$ cat config.mk
export PLATFORM = sky130hd
export DESIGN_NAME = mas_alu_exec
export DESIGN_NICKNAME = d
export VERILOG_FILES = /design/src/rtl/mas_alu_exec.sv
export SDC_FILE = /design/constraint.sdc
export NUM_CORES = 1
export LEC_CHECK = 0
export ABC_AREA = 1
export BUFFER_PORTS_ARGS = -buffer_cell sky130_fd_sc_hd__buf_2
export CORE_ASPECT_RATIO = 1.75
export CORE_UTILIZATION = 54
export DETAILED_ROUTE_END_ITERATION = 12
export PLACE_DENSITY = 0.77
export RECOVER_POWER = 100
export SLEW_MARGIN = 40
export SYNTH_ARGS = -nofsm -noshare
export SYNTH_HDL_FRONTEND = slang
export SYNTH_SLANG_ARGS = --single-unit
$ cat constraint.sdc
create_clock -name clk -period 2.1 [get_ports clk]
set_input_delay 0.63 -clock clk [delete_from_list [all_inputs] [get_ports clk]]
set_output_delay 0.63 -clock clk [all_outputs]
set_load 0.01 [all_outputs]
$ cat src/rtl/mas_alu_exec.sv
// Multi-cycle ADD/SUB/MUL/MAC execution datapath started by the rising edge of the ALU FSM strobe.
// Optional: define MAS_ALU_EXEC_EARLY_TERM_EN to end MUL/MAC as soon as the multiplier is exhausted.
module mas_alu_exec #(
    parameter int unsigned WIDTH = 8
) (
    input  logic               clk,
    input  logic               rst_n,
    input  logic               mas_alu_fsm_oper,
    input  logic [1:0]         mas_alu_op,
    input  logic [WIDTH-1:0]   mas_alu_a,
    input  logic [WIDTH-1:0]   mas_alu_b,
    input  logic [WIDTH-1:0]   mas_alu_c,
    output logic               mas_alu_ready,
    output logic               mas_alu_busy,
    output logic [2*WIDTH-1:0] mas_alu_result,
    output logic               mas_alu_zero,
    output logic               mas_alu_neg
);

    localparam int unsigned RW = 2 * WIDTH;
    localparam int unsigned CW = $clog2(WIDTH) + 1;

    localparam logic [1:0] OP_ADD = 2'b00;
    localparam logic [1:0] OP_SUB = 2'b01;
    localparam logic [1:0] OP_MUL = 2'b10;
    localparam logic [1:0] OP_MAC = 2'b11;

    typedef enum logic [1:0] {
        IDLE = 2'b00,
        CALC = 2'b01,
        DONE = 2'b10
    } state_t;

    state_t            state, state_n;
    logic              oper_q;
    logic              armed;
    logic [1:0]        op_r, op_n;
    logic [RW-1:0]     mcand, mcand_n;
    logic [WIDTH-1:0]  mplier, mplier_n;
    logic [RW-1:0]     acc, acc_n;
    logic [CW-1:0]     cnt, cnt_n;
    logic [RW-1:0]     result_n;
    logic              zero_n;
    logic              neg_n;

    logic              start_c;
    logic              last_c;
    logic [RW-1:0]     acc_step_c;
    logic [WIDTH-1:0]  opa_c;

    // A strobe already high out of reset must be seen low once before an edge counts.
    assign start_c = mas_alu_fsm_oper & ~oper_q & armed;

    // Low half of the multiplicand still holds operand A for ADD/SUB.
    assign opa_c = mcand[WIDTH-1:0];

    assign acc_step_c = mplier[0] ? (acc + mcand) : acc;

    // Next-state and datapath update.
    always_comb begin
        state_n  = state;
        op_n     = op_r;
        mcand_n  = mcand;
        mplier_n = mplier;
        acc_n    = acc;
        cnt_n    = cnt;
        result_n = mas_alu_result;
        zero_n   = mas_alu_zero;
        neg_n    = mas_alu_neg;
        last_c   = 1'b0;

        case (state)
            IDLE: begin
                if (start_c) begin
                    op_n     = mas_alu_op;
                    mcand_n  = RW'(mas_alu_a);
                    mplier_n = mas_alu_b;
                    acc_n    = (mas_alu_op == OP_MAC) ? RW'(mas_alu_c) : '0;
                    cnt_n    = mas_alu_op[1] ? CW'(WIDTH) : CW'(1);
                    state_n  = CALC;
                end
            end

            CALC: begin
                if (!mas_alu_fsm_oper) begin
                    state_n = IDLE;
                end else begin
                    acc_n    = acc_step_c;
                    mcand_n  = mcand << 1;
                    mplier_n = mplier >> 1;
                    cnt_n    = cnt - CW'(1);
                    last_c   = (cnt == CW'(1)) || !op_r[1];
`ifdef MAS_ALU_EXEC_EARLY_TERM_EN
                    if (op_r[1] && (mplier_n == '0)) begin
                        last_c = 1'b1;
                    end
`endif
                    if (last_c) begin
                        state_n = DONE;
                        case (op_r)
                            OP_ADD: begin
                                result_n = RW'(opa_c) + RW'(mplier);
                                neg_n    = 1'b0;
                            end
                            OP_SUB: begin
                                result_n = RW'(opa_c) - RW'(mplier);
                                neg_n    = (opa_c < mplier);
                            end
                            OP_MUL, OP_MAC: begin
                                result_n = acc_step_c;
                                neg_n    = 1'b0;
                            end
                            default: begin
                                result_n = '0;
                                neg_n    = 1'b0;
                            end
                        endcase
                        zero_n = (result_n == '0);
                    end
                end
            end

            DONE: begin
                if (!mas_alu_fsm_oper) begin
                    state_n = IDLE;
                end
            end

            default: begin
                state_n = IDLE;
            end
        endcase
    end

    // State, datapath and registered outputs.
    always_ff @(posedge clk) begin
        if (!rst_n) begin
            state          <= IDLE;
            oper_q         <= 1'b0;
            armed          <= 1'b0;
            op_r           <= '0;
            mcand          <= '0;
            mplier         <= '0;
            acc            <= '0;
            cnt            <= '0;
            mas_alu_result <= '0;
            mas_alu_zero   <= 1'b0;
            mas_alu_neg    <= 1'b0;
            mas_alu_ready  <= 1'b0;
            mas_alu_busy   <= 1'b0;
        end else begin
            state          <= state_n;
            oper_q         <= mas_alu_fsm_oper;
            armed          <= armed | ~mas_alu_fsm_oper;
            op_r           <= op_n;
            mcand          <= mcand_n;
            mplier         <= mplier_n;
            acc            <= acc_n;
            cnt            <= cnt_n;
            mas_alu_result <= result_n;
            mas_alu_zero   <= zero_n;
            mas_alu_neg    <= neg_n;
            mas_alu_ready  <= (state_n == DONE);
            mas_alu_busy   <= (state_n == CALC);
        end
    end

endmodule

Yosys cells after proc, flatten, opt, wreduce, memory -nomap -nowiden
Cells that the tools add are included.
{"block": "totals", "ramBits": 0, "memories": 0, "register_bits": 70, "input_bits": 29, "latch_bits": 0, "out_inout_bits": 20, "rom_bits": 0}
{"block": "op_classes", "add_sub_neg": 4, "n_bitwise": 5, "n_reduce_logical": 11, "n_eq_ne": 11, "n_mul": 0, "shifts": 0, "div_mod_pow": 0, "n_lt_le_gt_ge": 1, "muxes": 25}
{"operator": "16-bit two-way mux", "n": 8}
{"operator": "16-bit case mux with 2 select lines", "n": 2}
{"operator": "16-bit case mux with 3 select lines", "n": 1}
{"operator": "8-bit two-way mux", "n": 3}
{"operator": "16-bit adder", "n": 1}
{"operator": "16-bit logical NOT", "n": 1}
{"operator": "8-bit case mux with 2 select lines", "n": 1}
{"operator": "4-bit two-way mux", "n": 3}
{"operator": "2-bit == test, second input constant", "n": 5}
{"operator": "8-bit by 8-bit adder with 9-bit output", "n": 1}
{"operator": "8-bit by 8-bit subtractor with 9-bit output", "n": 1}
{"operator": "8-bit < comparator", "n": 1}
{"operator": "2-bit two-way mux", "n": 4}
{"operator": "4-bit case mux with 2 select lines", "n": 1}
{"operator": "2-bit by 1-bit == test with 1-bit output, second input constant", "n": 3}
{"operator": "2-bit case mux with 3 select lines", "n": 1}
{"operator": "3-bit AND reduction", "n": 2}
{"operator": "4-bit by 1-bit == test with 1-bit output, second input constant", "n": 1}
{"operator": "2-bit logical NOT", "n": 2}
{"operator": "2-bit != test, second input constant", "n": 2}
{"operator": "4-bit by 1-bit subtractor with 4-bit output, second input constant", "n": 1}
{"operator": "3-bit OR reduction", "n": 1}
{"operator": "1-bit AND", "n": 2}
{"operator": "1-bit inverter", "n": 2}
{"operator": "other kinds (7)", "n": 7}

Logic depth before layout (Yosys ltp)
Gate-level depths: netlist of the first run.
{"block": "depth", "word_depth": 7, "mapped_depth": 18, "depth_no_buf": 17}

Worst setup path after synthesis of the first run
Ideal clock, no wire load.
{"block": "synth_path", "path_kind": "reg-to-reg", "from": "reg mcand[0]", "to": "reg mas_alu_zero", "path_buffers": 0, "setup_time_ns": 0.070, "stages_incl_launch_ff": 16, "arrival_time_ns": 2.067, "slack_ns": -0.038, "path_cell_list": "dfxtp_1 > ha_1 > inv_1 > fa_1 > nand2_1 > o21ai_0 > nor2_1 > nor2_1 > nand2_1 > nor2_1 > nand3_1 > nor3_1 > nand3_1 > nor2_1 > nand3_1 > a21oi_1"}
{"block": "synth_between", "elab_chain_cells": 7, "word_cells_on_any_way": 9, "classes_between": "add/sub: 3; mux: 5; reduce/logical: 1"}
{"element": "start: declaration", "line_no": "38", "text": "logic [RW-1:0] mcand, mcand_n;"}
{"element": "start signal: assignment", "line_no": "156", "text": "mcand <= mcand_n;"}
{"element": "16-bit adder", "line_no": "57", "text": "assign acc_step_c = mplier[0] ? (acc + mcand) : acc;"}
{"element": "16-bit two-way mux", "line_no": "57"}
{"element": "16-bit case mux with 3 select lines (*)", "line_no": "100", "text": "case (op_r)"}
{"element": "16-bit two-way mux (*)", "line_no": "98", "text": "if (last_c) begin"}
{"element": "16-bit two-way mux (*)", "line_no": "85", "text": "if (!mas_alu_fsm_oper) begin"}
{"element": "16-bit two-way mux (*)", "line_no": "72", "text": "case (state)"}
{"element": "16-bit logical NOT (*)", "line_no": "118", "text": "zero_n = (result_n == '0);"}
{"element": "end signal: assignment", "line_no": "161", "text": "mas_alu_zero <= zero_n;"}
{"element": "end: declaration", "line_no": "16", "text": "output logic mas_alu_zero,"}
Mark *: on every way between the ends. The rest lies on a longest branch, timed or not. The select of a mux whose other input is x is not followed.
A chain may end at the register's enable or synchronous reset.

Final worst setup path of the first run
Same ends and word-level chain as after synthesis.

==> results of run 1 <==
==> kinds of logic (layout without fill, tap and decap cells) <==
kind of cell	after synthesis	count (layout)	share of synthesized area, %
AND/OR/NAND/NOR	379	379	34.3
AO/OA/AOI/OAI	134	134	15.4
buffers and inverters	123	245	10.1
flip-flops	70	70	29.4
adder cells (fa/ha/maj)	36	36	9.92
XOR/XNOR	5	5	0.919
==> what timing repair did <==
item | CTS | global route
buffers inserted | 1 | 5
hold endpoints to repair | 0 | 0
hold buffers | 0 | 0
resized for setup | 24 | 67
pin swaps | 6 | 19
setup endpoints to repair | 11 | 15
gates cloned | 0 | 0
==> flip-flops by register name, summed over array words and instances, names as in the netlist <==
name,flops
acc,16
armed,1
cnt,4
mas_alu_busy,1
mas_alu_neg,1
mas_alu_ready,1
mas_alu_result,16
mas_alu_zero,1
mcand,16
mplier,8
op_r,2
oper_q,1
state,2
==> metrics by stage <==
stage	std cells	hold WS (ps)	setup TNS, ps	power, W
floorplan	747	440	0	0.00180
global placement	964	456	-393	0.00205
detailed placement	964	474	-683	0.00206
CTS	981	482	-210	0.00354
global route	986	495	-2480	0.00375
finish	986	483	-258	0.00361
==> path summary, 6_finish.rpt <==
check,endpoint,slack (ps)
setup / recovery,mas_alu_zero$_SDFFE_PN0P_,-190
hold / removal,oper_q$_SDFF_PN0_,480
setup reg to reg,mas_alu_zero$_SDFFE_PN0P_,-190
hold reg to reg,acc[10]$_SDFFE_PN0P_,490
==> cell usage in the layout (no fill, tap or decap), types with 3 or more instances in the layout <==
cell type and count:
buf_6 3, nand2_4 3, clkbuf_16 9, o21ai_0 33
buf_4 73, a21oi_1 51, nor3_1 4, nand3_2 9
nand2_1 190, a21oi_2 13, or2_2 14, ha_4 8
xor2_1 3, inv_6 3, a211oi_1 8, a31oi_1 15
nand3_1 74, nor2_2 4, o21bai_1 3, clkbuf_1 25
ha_2 3, clkbuf_2 3, nor2_1 53, buf_2 27
ha_1 22, inv_2 9, o21ai_1 4, dfxtp_2 7
nand4_1 9, o211ai_1 5, inv_1 86, nand2_2 14
dfxtp_1 61
==> where the power goes <==
part	internal [W]	switching (W)	leakage, nW
clock network	0.000822	0.000666	0.135
registers	0.00137	0.0000370	0.572
logic	0.000294	0.000424	2.25
==> layer usage <==
metal | GRT usage (%) | vias up | part of all wire (%)
met1 | 33.2 | 2495 | 35
met4 | 26.9 | 0 | 7.4
met2 | 68.2 | 220 | 54
li1 | - | 2670 | -
met5 | 0 | - | 0
met3 | 4.53 | 75 | 4.4
==> tightest hold or removal path, cell delays in order <==
cell	delay, ps
buf_2	80
nand2_1	40
inv_1	40
==> layout make-up <==
type                    instances  area, µm²
multi-input cells             554       3190
fillers                       763       2370
flip-flops and latches         70       1420
repair buffers                132        833
inverters                      97        367
clock buffers                   9        225
well taps                     117        146
clock inverters                 7       61.3
==> results.sh, run 1 <==
export IMPL_status="complete, but fails checks"
export IMPL_violations="negative setup slack"
export IMPL_p_leak_nw=2.96
export IMPL_fin_crit_sh_pct=109
export IMPL_ir_drop_uv=570
export IMPL_crit_fanout=4
export IMPL_die_area_um2=9220
export IMPL_grt_pass1_wl_mm=25.0
export IMPL_placed_area_um2=5640
export IMPL_cts_tree="done"
export IMPL_synthesis_area_per_instance_um2=6.38
export IMPL_worstHoldStart="mas_alu_fsm_oper"
export IMPL_ys_seq_elements=70
export IMPL_cts_sinks=70
export IMPL_yosys_area_top_type_share_pct=29.4
export IMPL_fin_area_um2=6240
export IMPL_row_count=45
export IMPL_clock_path_buffers=2
export IMPL_powerDensity_nw_per_um2=579
export IMPL_hp_class="input port to flip-flop"
export IMPL_die_h_um=126
export IMPL_cpLargestDelayFamily="simple AND/OR/NAND/NOR gates"
export IMPL_io_pin_count=49
export IMPL_synth_common_cells="nand2_1, inv_1, nand3_1, dfxtp_1, a21oi_1"
export IMPL_critPathRequiredTime_ps=2380
export IMPL_startpoint="mcand[0]$_SDFFE_PN0P_"
export IMPL_slowest_delay_ps=510
export IMPL_clk_latency_ps=340
export IMPL_worst_pin_slew_ps=939
export IMPL_final_net_count=929
export IMPL_yosysUniqueCellTypes=29
export IMPL_grt_overflow=0
export IMPL_num_vias=5460
export IMPL_path_depth=15
export IMPL_cpMaxStageDelayCell="fa_2"
export IMPL_hold_violations=0
export IMPL_crit_type="flip-flop to flip-flop"
export IMPL_dp_final_hpwl_mm=12.2
export IMPL_synth_nets=812
export IMPL_wl_mm=16.4
export IMPL_final_antenna_net_count=0
export IMPL_grt_total_usage_pct=36.0
export IMPL_area_growth_pct=30.9
export IMPL_fin_util_pct=72.4
export IMPL_drive_above_1_share_pct=25.3
export IMPL_post_drt_via_cell_ratio=5.54
export IMPL_crit_chain="ha_4, inv_2, fa_2, nand2_1, o21ai_2, nor2_1, nor2_2, nand2_1, nor2_2, nand3_1, nor3_1, nand3_1, nor2_1, nand3_1, a21oi_1"
export IMPL_path_buf_inv=1
export IMPL_setup_slack_ps=-187
export IMPL_globalplace_congestion=0.974
export IMPL_netlist_area_um2=4770
export IMPL_antenna_found_initial=0
export IMPL_root_buffer="clkbuf_16"
export IMPL_maxSlewViolCount=0
export IMPL_yosysWarnings=0
export IMPL_syn_inst=747
export IMPL_grt_pass1_vias=5409
export IMPL_setup_viol=4
export IMPL_hold_depth=3
export IMPL_wl_per_cell_um=16.6
export IMPL_grt_max_degree=33
export IMPL_cp_arrival_ps=2570
export IMPL_cts_buffers=9
export IMPL_dr_pass1_iters=7
export IMPL_crit_path_end_kind="flip-flop"
export IMPL_max_freq_ghz=0.437
export IMPL_reg2reg_depth=15
export IMPL_yosysSeqAreaShare_pct=29.4
export IMPL_min_period_ps=2290
export IMPL_maxCapViolations=0
export IMPL_initial_core_util_pct=55.3
export IMPL_drcViolationCount=0
export IMPL_synth_area_top_cells="dfxtp_1, nand2_1, nand3_1"
export IMPL_path_clk_slew_ps=60
export IMPL_dieWidth_um=73.0
export IMPL_dpl_worst_slack_ps=-217
export IMPL_synth_main_ff_cell="dfxtp_1"
export IMPL_antenna_cells=0
export IMPL_synth_edff_count=0
export IMPL_r2r_start="mcand[0]$_SDFFE_PN0P_"
export IMPL_cpMostUsedCell="nand3_1"
export IMPL_yosysTopAreaCell="dfxtp_1"
export IMPL_htree_num_levels=3
export IMPL_core_um2=8610
export IMPL_synthArstFlopShare_pct=0
export IMPL_fin_skew_ps=6.75
export IMPL_io_buffers=48
export IMPL_synth_most_common_cell="nand2_1"
export IMPL_drtIter0Drc=329
export IMPL_critPathLaunchType="flip-flop"
export IMPL_maxSlewHeadroom_pct=37.4
export IMPL_grt_setup_unrepaired="yes"
No activity file was read; power rests on OpenSTA's default activity.
==> run 2, diff against run 1 <==
==> constraint.sdc (replaced) <==
create_clock -name clk -period 2.1 [get_ports clk]
set_input_delay 0.63 -clock clk [delete_from_list [all_inputs] [get_ports clk]]
set_output_delay 0.63 -clock clk [all_outputs]
set_load 0.005 [all_outputs]
==> results.sh, run 2 (synthesis gave the netlist of run 1 again) <==
export IMPL_dieWidth_um=73.0
export IMPL_critPathLaunchType="flip-flop"
export IMPL_antenna_found_initial=0
export IMPL_total_power_w=0.00361
export IMPL_cpMostUsedCell="nand3_1"
export IMPL_htree_num_levels=3
export IMPL_crit_type="flip-flop to flip-flop"
export IMPL_setup_viol=4
export IMPL_row_count=45
export IMPL_slowest_delay_ps=510
export IMPL_max_freq_ghz=0.438
export IMPL_regArea_um2=1420
export IMPL_crit_fanout=4
export IMPL_initial_core_util_pct=55.3
export IMPL_clock_path_buffers=2
export IMPL_post_drt_via_cell_ratio=5.53
export IMPL_final_antenna_net_count=0
export IMPL_wl_mm=16.4
export IMPL_min_period_ps=2280
export IMPL_final_net_count=929
export IMPL_critPathRequiredTime_ps=2380
export IMPL_drive_above_1_share_pct=27.0
export IMPL_io_pin_count=49
export IMPL_setup_slack_ps=-182
export IMPL_grt_overflow=0
export IMPL_die_area_um2=9220
export IMPL_grt_total_usage_pct=36.0
export IMPL_grt_pass1_vias=5409
export IMPL_whs_ps=484
export IMPL_dp_final_hpwl_mm=12.2
export IMPL_antenna_cells=0
export IMPL_root_buffer="clkbuf_16"
export IMPL_fillers=756
export IMPL_area_growth_pct=31.3
export IMPL_p_leak_nw=3.02
export IMPL_grt_max_degree=33
export IMPL_top_regs="acc: 16 flops, mas_alu_result: 16 flops, mcand: 16 flops"
export IMPL_cp_arrival_ps=2560
export IMPL_grt_setup_unrepaired="yes"
export IMPL_cts_tree="done"
export IMPL_violations="negative setup slack"
export IMPL_fin_crit_sh_pct=109
export IMPL_fin_skew_ps=6.59
export IMPL_grt_pass1_wl_mm=25.0
export IMPL_crit_chain="ha_4, inv_2, fa_2, nand2_1, o21ai_2, nor2_1, nor2_2, nand2_1, nor2_2, nand3_1, nor3_1, nand3_1, nor2_1, nand3_1, a21oi_1"
export IMPL_drcViolationCount=0
export IMPL_wl_per_cell_um=16.6
export IMPL_path_buf_inv=1
export IMPL_globalplace_congestion=0.974
export IMPL_worst_pin_slew_ps=933
export IMPL_die_h_um=126
export IMPL_maxSlewViolCount=0
export IMPL_multi_input_area_um2=3190
export IMPL_core_um2=8610
export IMPL_clk_latency_ps=340
export IMPL_r2r_setup_slack_ps=-180
export IMPL_final_common_cell="nand2_1"
export IMPL_powerDensity_nw_per_um2=577
export IMPL_cpMaxStageDelayCell="fa_2"
export IMPL_cts_sinks=70
export IMPL_place_inst=964
export IMPL_dr_pass1_iters=6
export IMPL_cpLargestDelayFamily="simple AND/OR/NAND/NOR gates"
export IMPL_hold_violations=0
export IMPL_num_vias=5454
export IMPL_path_clk_slew_ps=60
export IMPL_crit_path_end_kind="flip-flop"
export IMPL_status="complete, but fails checks"
export IMPL_cts_buffers=9
export IMPL_post_layout_nonfiller_instances=986
export IMPL_layout_common_cells="nand2_1, inv_1, nand3_1"
export IMPL_ir_drop_uv=569
export IMPL_drtIter0Drc=339
export IMPL_maxSlewHeadroom_pct=37.8
export IMPL_io_buffers=48
export IMPL_hp_class="input port to flip-flop"
export IMPL_maxCapViolations=0
==> run 2: tightest hold or removal path, stage by stage <==
cell     delay (ps)
buf_2            80
nand2_1          40
inv_1            40
==> run 2: where the power goes <==
part	switching, W	internal (W)
combinational	0.000422	0.000295
sequential	0.0000369	0.00137
clock	0.000665	0.000822
==> run 2: repair_timing <==
| action | 4_1_cts | 5_1_grt |
|---|---|---|
| resized for setup | 24 | 67 |
| hold buffers | 0 | 0 |
| pin swaps | 6 | 19 |
| buffers inserted | 1 | 5 |
| endpoints found under the setup margin | 11 | 15 |
==> run 2: stage by stage <==
stage          instance area (µm²)  setup TNS, ps  utilization [%]  setup slack (ps)
2_1_floorplan                 4770              0                -              2.26
3_3_place_gp                  5640           -393             65.5              -193
3_5_place_dp                  5640           -683             65.5              -217
4_1_cts                       6010           -210             69.7              -166
5_1_grt                       6260          -2480             72.7              -359
6_report                      6260           -246             72.7              -182
==> run 2: path summary, 6_finish.rpt <==
kind | cells after the start | startpoint | end
max | 15 | mcand[0]$_SDFFE_PN0P_ | mas_alu_zero$_SDFFE_PN0P_
min reg2reg | 2 | mcand[15]$_SDFFE_PN0P_ | mcand[15]$_SDFFE_PN0P_
min | 3 | mas_alu_fsm_oper | oper_q$_SDFF_PN0_
max reg2reg | 15 | mcand[0]$_SDFFE_PN0P_ | mas_alu_zero$_SDFFE_PN0P_
==> run 2: final cells by class <==
| type | instances | area share (%) |
|---|---|---|
| Tap cell | 117 | 2.34 |
| Clock buffer | 9 | 3.60 |
| Inverter | 97 | 5.86 |
| Multi-Input combinational cell | 554 | 51.0 |
| Clock inverter | 7 | 0.980 |
| Timing Repair Buffer | 132 | 13.6 |
| Sequential cell | 70 | 22.7 |
==> run 2: metal layers <==
layer / GRT usage [%] / vias to the layer above / wire (µm) / part of all wire [%]
met5: 0 / - / 0 / 0
met4: 26.9 / 0 / 1200 / 7.3
met1: 33.2 / 2503 / 5620 / 34
met3: 4.53 / 76 / 736 / 4.5
li1: - / 2667 / - / -
met2: 68.2 / 208 / 8790 / 54
